### src/rtl/div_pkg.sv
// Shared constants for the divider result stage.
// Imported by the stage and its output buffer.
package div_pkg;

  localparam int DIV_DATA_W     = 16;
  localparam int DIV_FIFO_DEPTH = 4;

  // Result reported for a divide-by-zero, either mode
  localparam logic [DIV_DATA_W:0] DIV0_RESULT = '1;

endpackage

### src/rtl/div_result_fifo.sv
// Output buffer for corrected divider results.
// Storage, wrapping pointers, occupancy and full/empty.
module div_result_fifo
  import div_pkg::*;
#(
  parameter int W     = DIV_DATA_W + 2,
  parameter int DEPTH = DIV_FIFO_DEPTH
) (
  input  logic                     clk,
  input  logic                     reset,
  input  logic                     wr_en,
  input  logic [W-1:0]             wr_data,
  input  logic                     rd_en,
  output logic [W-1:0]             rd_data,
  output logic                     empty,
  output logic                     full,
  output logic [$clog2(DEPTH):0]   count
);

  localparam int AW = $clog2(DEPTH);
  localparam int CW = AW + 1;

  logic [W-1:0]  mem [DEPTH];
  logic [AW-1:0] wr_ptr;
  logic [AW-1:0] rd_ptr;
  logic          push;
  logic          pop;

  assign empty = (count == '0);
  assign full  = (count == CW'(DEPTH));
  assign pop   = rd_en & ~empty;
  // A write into a full buffer lands only if the head leaves this edge
  assign push  = wr_en & (~full | pop);

  assign rd_data = mem[rd_ptr];

  always_ff @(posedge clk) begin
    if (push) mem[wr_ptr] <= wr_data;
  end

  always_ff @(posedge clk or negedge reset) begin
    if (!reset) begin
      wr_ptr <= '0;
      rd_ptr <= '0;
      count  <= '0;
    end else begin
      if (push) wr_ptr <= wr_ptr + AW'(1);
      if (pop)  rd_ptr <= rd_ptr + AW'(1);
      unique case ({push, pop})
        2'b10:   count <= count + CW'(1);
        2'b01:   count <= count - CW'(1);
        default: count <= count;
      endcase
    end
  end

endmodule

### src/rtl/div_result_stage.sv
// Final divider stage: remainder correction, mode select,
// divide-by-zero override and a buffered valid/ready output.
module div_result_stage
  import div_pkg::*;
#(
  parameter int DATA_W     = DIV_DATA_W,
  parameter int FIFO_DEPTH = DIV_FIFO_DEPTH
) (
  input  logic                         clk,
  input  logic                         reset,
  input  logic                         in_valid,
  input  logic                         in_mode,
  input  logic [DATA_W-1:0]            in_divisor,
  input  logic [DATA_W:0]              raw_quotient,
  input  logic [DATA_W:0]              raw_remainder,
  output logic                         in_ready,
  output logic                         out_valid,
  input  logic                         out_ready,
  output logic [DATA_W:0]              final_output,
  output logic                         out_error,
  output logic                         overflow,
  input  logic                         clr_overflow,
  output logic [$clog2(FIFO_DEPTH):0]  count
);

  localparam int EW = DATA_W + 2;
  localparam int CW = $clog2(FIFO_DEPTH) + 1;
  localparam logic [DATA_W:0] DIV0 = {(DATA_W+1){DIV0_RESULT[0]}};

  logic [DATA_W-1:0] rem_lo;
  logic [DATA_W:0]   res;
  logic              div0;
  logic              s1_valid;
  logic [EW-1:0]     s1_data;
  logic [EW-1:0]     head;
  logic              empty;
  logic              full;
  logic              drop;
  logic [CW:0]       occ;

  always_comb begin
    rem_lo = raw_remainder[DATA_W-1:0];
    // Negative partial remainder: add the divisor back, keep low bits
    if (raw_remainder[DATA_W]) rem_lo = raw_remainder[DATA_W-1:0] + in_divisor;
    div0 = (in_divisor == '0);
    res  = in_mode ? raw_quotient : {1'b0, rem_lo};
    if (div0) res = DIV0;
  end

  always_ff @(posedge clk or negedge reset) begin
    if (!reset) begin
      s1_valid <= 1'b0;
      s1_data  <= '0;
    end else begin
      s1_valid <= in_valid;
      if (in_valid) s1_data <= {div0, res};
    end
  end

  div_result_fifo #(
    .W     (EW),
    .DEPTH (FIFO_DEPTH)
  ) u_fifo (
    .clk     (clk),
    .reset   (reset),
    .wr_en   (s1_valid),
    .wr_data (s1_data),
    .rd_en   (out_ready),
    .rd_data (head),
    .empty   (empty),
    .full    (full),
    .count   (count)
  );

  assign out_valid = ~empty;
  assign {out_error, final_output} = empty ? '0 : head;

  assign drop = s1_valid & full & ~out_ready;

  always_ff @(posedge clk or negedge reset) begin
    if (!reset) begin
      overflow <= 1'b0;
    end else if (drop) begin
      overflow <= 1'b1;
    end else if (clr_overflow) begin
      overflow <= 1'b0;
    end
  end

  assign occ      = {1'b0, count} + {{CW{1'b0}}, s1_valid};
  assign in_ready = occ < (CW+1)'(FIFO_DEPTH);

endmodule

### config.mk
export PLATFORM = sky130hd
export DESIGN_NAME = div_result_stage
export DESIGN_NICKNAME = d
export VERILOG_FILES = /design/src/rtl/div_pkg.sv /design/src/rtl/div_result_fifo.sv /design/src/rtl/div_result_stage.sv
export SDC_FILE = /design/constraint.sdc
export NUM_CORES = 1
export LEC_CHECK = 0
export CORE_ASPECT_RATIO = 0.7
export CORE_UTILIZATION = 37
export CTS_CLUSTER_DIAMETER = 100
export DETAILED_ROUTE_END_ITERATION = 12
export GPL_ROUTABILITY_DRIVEN = 0
export SETUP_SLACK_MARGIN = 0.4
export SLEW_MARGIN = 20
export SYNTH_ARGS = -nofsm -noshare
export SYNTH_HDL_FRONTEND = slang
export SYNTH_SLANG_ARGS = --single-unit
### constraint.sdc
create_clock -name clk -period 2.6 [get_ports clk]
set_input_delay 0.26 -clock clk [delete_from_list [all_inputs] [get_ports clk]]
set_output_delay 0.26 -clock clk [all_outputs]
set_load 0.02 [all_outputs]
Yosys cells after proc, flatten, opt, wreduce, memory -nomap -nowiden. Memories as Yosys holds them, arrays and structs flattened. Index checks and enable logic that the tools add are counted. Widths: inputs -> output; s select.

Bits in registers: 27. RAM bits: 72. Input bits: 56. Logic and storage cells: 38. Memories kept: 1.

$add $sub $neg: 6. Magnitude comparators: 1. Equality and inequality tests: 3. Muxes and demuxes: 9. Bitwise gates (word level): 8. Reductions and logical operators: 4.

Memory list: u_fifo.mem (words 4, bits a word 18, read ports 1, clocked after Yosys merged registers in 0, write ports 1, RTL line div_result_fifo.sv:23) `logic [W-1:0] mem [DEPTH];`.

Operator list (count): $mux 17 (2); $mux 18 (1); $add 16x16->16 (1); $logic_not 16->1 (1); $mux 16 (1); $pmux 3 s2 (1); $add 2x1->2 const B (2); $add 3x1->4 (1); $and 1x1->1 (4); $lt 4x3->1 const B (1); $mux 1 (4); $reduce_bool 2->1 (2); $add 3x1->3 const B (1); $eq 3x3->1 const B (1); $logic_not 3->1 (1); $not 1->1 (3); $sub 3x1->3 const B (1); $eq 2x1->1 const B (1); $eq 2x2->1 const B (1); $or 1x1->1 (1).

Logic depth before layout (Yosys ltp).
Depth after elaboration: 7. Depth in mapped cells: 10.

By module. From an unflattened synthesis, not the netlist that was laid out.

Cell total of the unflattened synthesis: 368. Area, all modules: 4872.2 µm².

By module, submodules not included: div_result_fifo (times used 1, cells an instance 132, area each 3025.4 µm², sequential area each 2337.2 µm²); div_result_stage (times used 1, cells an instance 236, area each 1846.8 µm², sequential area each 500.5 µm²).

Worst setup path after synthesis. OpenSTA, ideal clock, no wires.

Path type: flip-flop to flip-flop. Start point: reg u_fifo.count[1]. End point: reg u_fifo.count[2]. Library setup time: 80 ps. Arrival: 2097 ps. Path slack: 423 ps. Cell stages (with the launch flop): 11. Path buffers: 1. Period minus slack after synthesis: 2177 ps. Path through: dfrtp_1 -> nor4b_1 -> nor2b_1 -> clkbuf_1 -> inv_1 -> ha_1 -> inv_1 -> fa_1 -> xor2_1 -> nor2_1 -> xor2_1.

Word-level cells in the longest chain between the ends: 7. Elaborated cells on any way between the ends: 13. Classes of those cells: 2 x add/sub; 3 x eq/ne; 1 x mux; 5 x bitwise; 2 x reduce/logical.

Ends and longest elaborated chain: start: declaration (RTL line div_result_fifo.sv:17) `output logic [$clog2(DEPTH):0] count`; start signal: assignment (RTL line div_result_fifo.sv:50) `2'b10: count <= count + CW'(1);`; start signal: assignment (RTL line div_result_fifo.sv:51) `2'b01: count <= count - CW'(1);`; start signal: assignment (RTL line div_result_fifo.sv:52) `default: count <= count;`; $logic_not 3->1 (RTL line div_result_fifo.sv:29) `assign empty = (count == '0);`; $not 1->1 (RTL line div_result_fifo.sv:31) `assign pop = rd_en & ~empty;`; $and 1x1->1 (RTL line div_result_fifo.sv:31); $or 1x1->1 (RTL line div_result_fifo.sv:33) `assign push = wr_en & (~full | pop);`; $and 1x1->1 (RTL line div_result_fifo.sv:33); $eq 2x1->1 / $eq 2x2->1 (equally long branches) (RTL line div_result_fifo.sv:49) `unique case ({push, pop})`; $pmux 3 s2 / $reduce_bool 2->1 (equally long branches).

Parallel ways exist; a longest one is shown, timed or not. A chain may end at the register's enable or synchronous reset.

Worst setup path in the final report.
Start point: reg u_fifo.rd_ptr[0]. End point: out final_output[3].

Word-level cells in the longest chain between the ends: 2.

Ends and longest elaborated chain: start: declaration (RTL line div_result_fifo.sv:25) `logic [AW-1:0] rd_ptr;`; start signal: assignment (RTL line div_result_fifo.sv:48) `if (pop) rd_ptr <= rd_ptr + AW'(1);`; $mem_v2 4x18; $mux 18 (RTL line div_result_stage.sv:76) `assign {out_error, final_output} = empty ? '0 : head;`; end: declaration (RTL line div_result_stage.sv:19) `output logic [DATA_W:0] final_output,`.

Every way passes these cells.

==> run summary <==
The number of max-slew violations in the final report was 0. The count of antenna-violating nets left after detailed routing is 0, and the top-level I/O count is 80. VDD sags by at most 0.3963 mV. The tools report the TritonCTS buffer count as 9. The final reports fail on DRC. Using the TritonRoute via totals, the vias-per-cell ratio works out to 5.213.

Proportion of netlist area held by the largest area contributor: 0.4462. Hold is met by 0.3114 ns. After routing the design area is 6352 um^2. The share of synthesized flip-flops with an asynchronous set or reset came out at 0.2727.

Final cell utilization of the core: 0.5045. The worst min-delay path category is in2async. At the pin with the least slew margin, the transition time is 0.4603 ns. The initial cell density of the core is 0.3848.

The routed design could run at a clock period as short as 2.195 ns. Cell area reported after detailed placement: 5919 um^2. The arrival time at the worst endpoint was 1.94 ns; the remaining design rule violation count was 6. The synthesized design contains 72 enable-type register cells. Synthesis produced a netlist with a net count of 438. The number of antenna violations at the first check in global routing came out at 0. Of all nets on the critical path, the largest fanout is 10. Synthesis inferred 99 register bits. Detailed placement HPWL: 7874 um. The final total negative setup slack is 0 ns. Post-place setup slack: 0.09737 ns.

The average footprint of a synthesized cell is 13.46 um^2, and the setup slack of the critical path after layout is 0.4048 ns. Share of cells above drive strength 1: 0.1797. Yosys printed 0 warnings. The clock tree root driver cell was clkbuf_16. The endpoint identified for the worst register-to-register timing path is u_fifo.count[2].

The number of antenna diodes in the final layout is 0. For this run, the post-layout net count is 535. The post-route clock skew is 0.01187 ns. The cell with the most instances after synthesis was edfxtp_1. Summing over every cut layer, the via total after detailed routing is 3253. In this run the vertical extent of the chip is 97.75 um. In the synthesized netlist the dominant register cell turns out to be edfxtp_1. Across the run, the number of max-cap violations was 0. The logs give 3375 for the number of global-route vias before repair and 148 for the number of DRC markers after the initial detailed-route iteration.

The number of cells after detailed placement is 603. Relative to the synthesized area, the layout overhead comes to 31.09%. edfxtp_1 takes more of the synthesized area than any other cell.

The first global-routing pass estimated 18020 um of wire. The run gives 2.34 ns as the required time of the worst setup path. The core area was 12590 um^2. For the final hold violation count, the log shows 0. After the flow finishes, the layout carries non-filler instances totaling 624.

In this run the power density over the cells is 968.7 nW/um^2. The tools report the slack of the worst reg-to-reg path as 0.52 ns. For the total global routing track utilization, the log shows 0.1731.

The mapped netlist covers 4846 um^2. Setup violations remaining at the end of the flow were counted as 0. Counting instances in the post-synthesis netlist gives the leading cell types as 72 x edfxtp_1, 27 x dfrtp_1, 26 x and2_1, 24 x a21oi_1, 20 x ha_1.

The startpoint identified for the worst register-to-register timing path is u_fifo.count[1]. In the post-synthesis netlist, the biggest area contributors are edfxtp_1 45%, dfrtp_1 14%, mux4_2 8.4%. The logs give 13570 um^2 for the die outline area and 11020 um for the aggregate routed wire length.

Capturing element type of the critical path: an output port. The leftover overflow at the end of global routing was 0. Setup repair after global routing could not meet its margin everywhere. The number of detailed-routing iterations run before antenna repair was 8; the number of standard-cell rows in the floorplan was 34. The final critical-path share of the clock period is 0.8443, and the detailed-route wire length per cell is 17.66 um. The fmax was 455.5 MHz. By startpoint and endpoint, the worst setup path is classified as reg2out. The horizontal extent of the die came out at 138.8 um. The largest net degree at the start of global routing was 28; the count of cell types in the netlist was 50.

The synthesized instance count came out at 360. TritonCTS built the clock tree. Summed over all cells, the static leakage comes to 2.380 nW. The clock net in this run drives a total of 99 sinks.

Port buffering added 79 buffers. The flow ran to the end, but the final reports show violations. In this run the number of H-tree levels came out at 3. The clock transition at the registers of the reported paths was 0.07 ns; the max-slew headroom at the worst pin was 0.6920. The final total power was 6.154 mW; the maximum clock path buffer count was 2.

The later pin in the worst-skew pair is clocked with a latency of 0.34 ns. The path depth of the worst reg2reg path came out at 8. The tools report the type of origin of the critical path as a flop. The run gives 0.5856 as the share of the yosys chip area belonging to registers.
==> cell usage in the layout, fill, tap and decap left out, types with 5 or more instances in the layout <==
master / instances
nor2_1: 17
a21o_1: 5
a21oi_1: 23
xnor2_1: 10
o22ai_1: 9
mux4_2: 18
dlygate4sd2_1: 8
and2_1: 17
nor3_1: 5
o21ai_0: 9
nand2_1: 16
and2_4: 9
ha_1: 19
edfxtp_1: 72
buf_4: 16
xor2_1: 7
inv_1: 14
clkdlybuf4s50_1: 61
a31oi_1: 8
clkbuf_16: 10
buf_6: 11
mux2i_1: 5
dfrtp_1: 25
==> layout make-up <==
cell class / instances / area [um^2]
clock buffers: 10 / 229.0
clock inverters: 6 / 65.06
fillers: 1103 / 6240
inverters: 14 / 52.55
multi-input cells: 232 / 1941
flip-flops and latches: 99 / 2840
well taps: 162 / 202.7
repair buffers: 101 / 1022
==> power by group <==
part           internal (mW)  total [mW]  leakage [nW]  switching, mW
clock network          0.682        1.29         0.145          0.608
registers               2.08        2.25         0.963          0.167
logic                   1.36        2.62          1.27           1.25
==> worst max path at each step <==
stage | from | endpoint | slack [ns] | depth (start not counted)
6_report | u_fifo.rd_ptr[0] | final_output[3] | 0.40 | 4
5_1_grt | u_fifo.rd_ptr[0] | final_output[3] | 0.34 | 4
4_1_cts | u_fifo.rd_ptr[0] | final_output[10] | 0.35 | 6
3_5_place_dp | in_divisor[0] | s1_data[8] | 0.1 | 10
3_3_place_gp | in_divisor[0] | s1_data[8] | 0.12 | 10
2_1_floorplan | u_fifo.count[1] | u_fifo.count[2] | 0.42 | 10
==> logic make-up after synthesis <==
family / count (synthesis) / share of synthesized area
buffers and inverters: 29 / 0.02324
xor gates and xnor gates: 17 / 0.03072
and+or+nand+nor: 87 / 0.09502
adders and majority gates: 22 / 0.05990
AOI/OAI and AO/OA: 83 / 0.1115
muxes: 23 / 0.09398
DFF: 99 / 0.5856
==> per-layer routing <==
metal | part of all wire | global-route usage | routed length, um
met5 | 0 | 0 | 0
met4 | 0 | 0.03932 | 0
met3 | 0.042 | 0.03237 | 468
met2 | 0.45 | 0.2704 | 4959
met1 | 0.51 | 0.2515 | 5590
==> sequential cells by signal (all words and copies together) (netlist names) <==
register,flops
u_fifo.wr_ptr,2
overflow,1
s1_data,18
u_fifo.rd_ptr,2
s1_valid,1
u_fifo.count,3
u_fifo.mem,72
==> what timing repair did <==
action	in CTS	in global routing
gates resized for setup	47	37
setup endpoints to repair	18	27
cloned	1	1
pin swaps	0	5
hold buffers	0	0
setup buffers	2	1
==> critical path, stage by stage (launching register included) <==
cell           delay (ns)
dfrtp_2              0.42
buf_16               0.17
mux4_2               0.53
and2_1               0.17
dlygate4sd2_1        0.32
(Power assumes the default switching activity.)
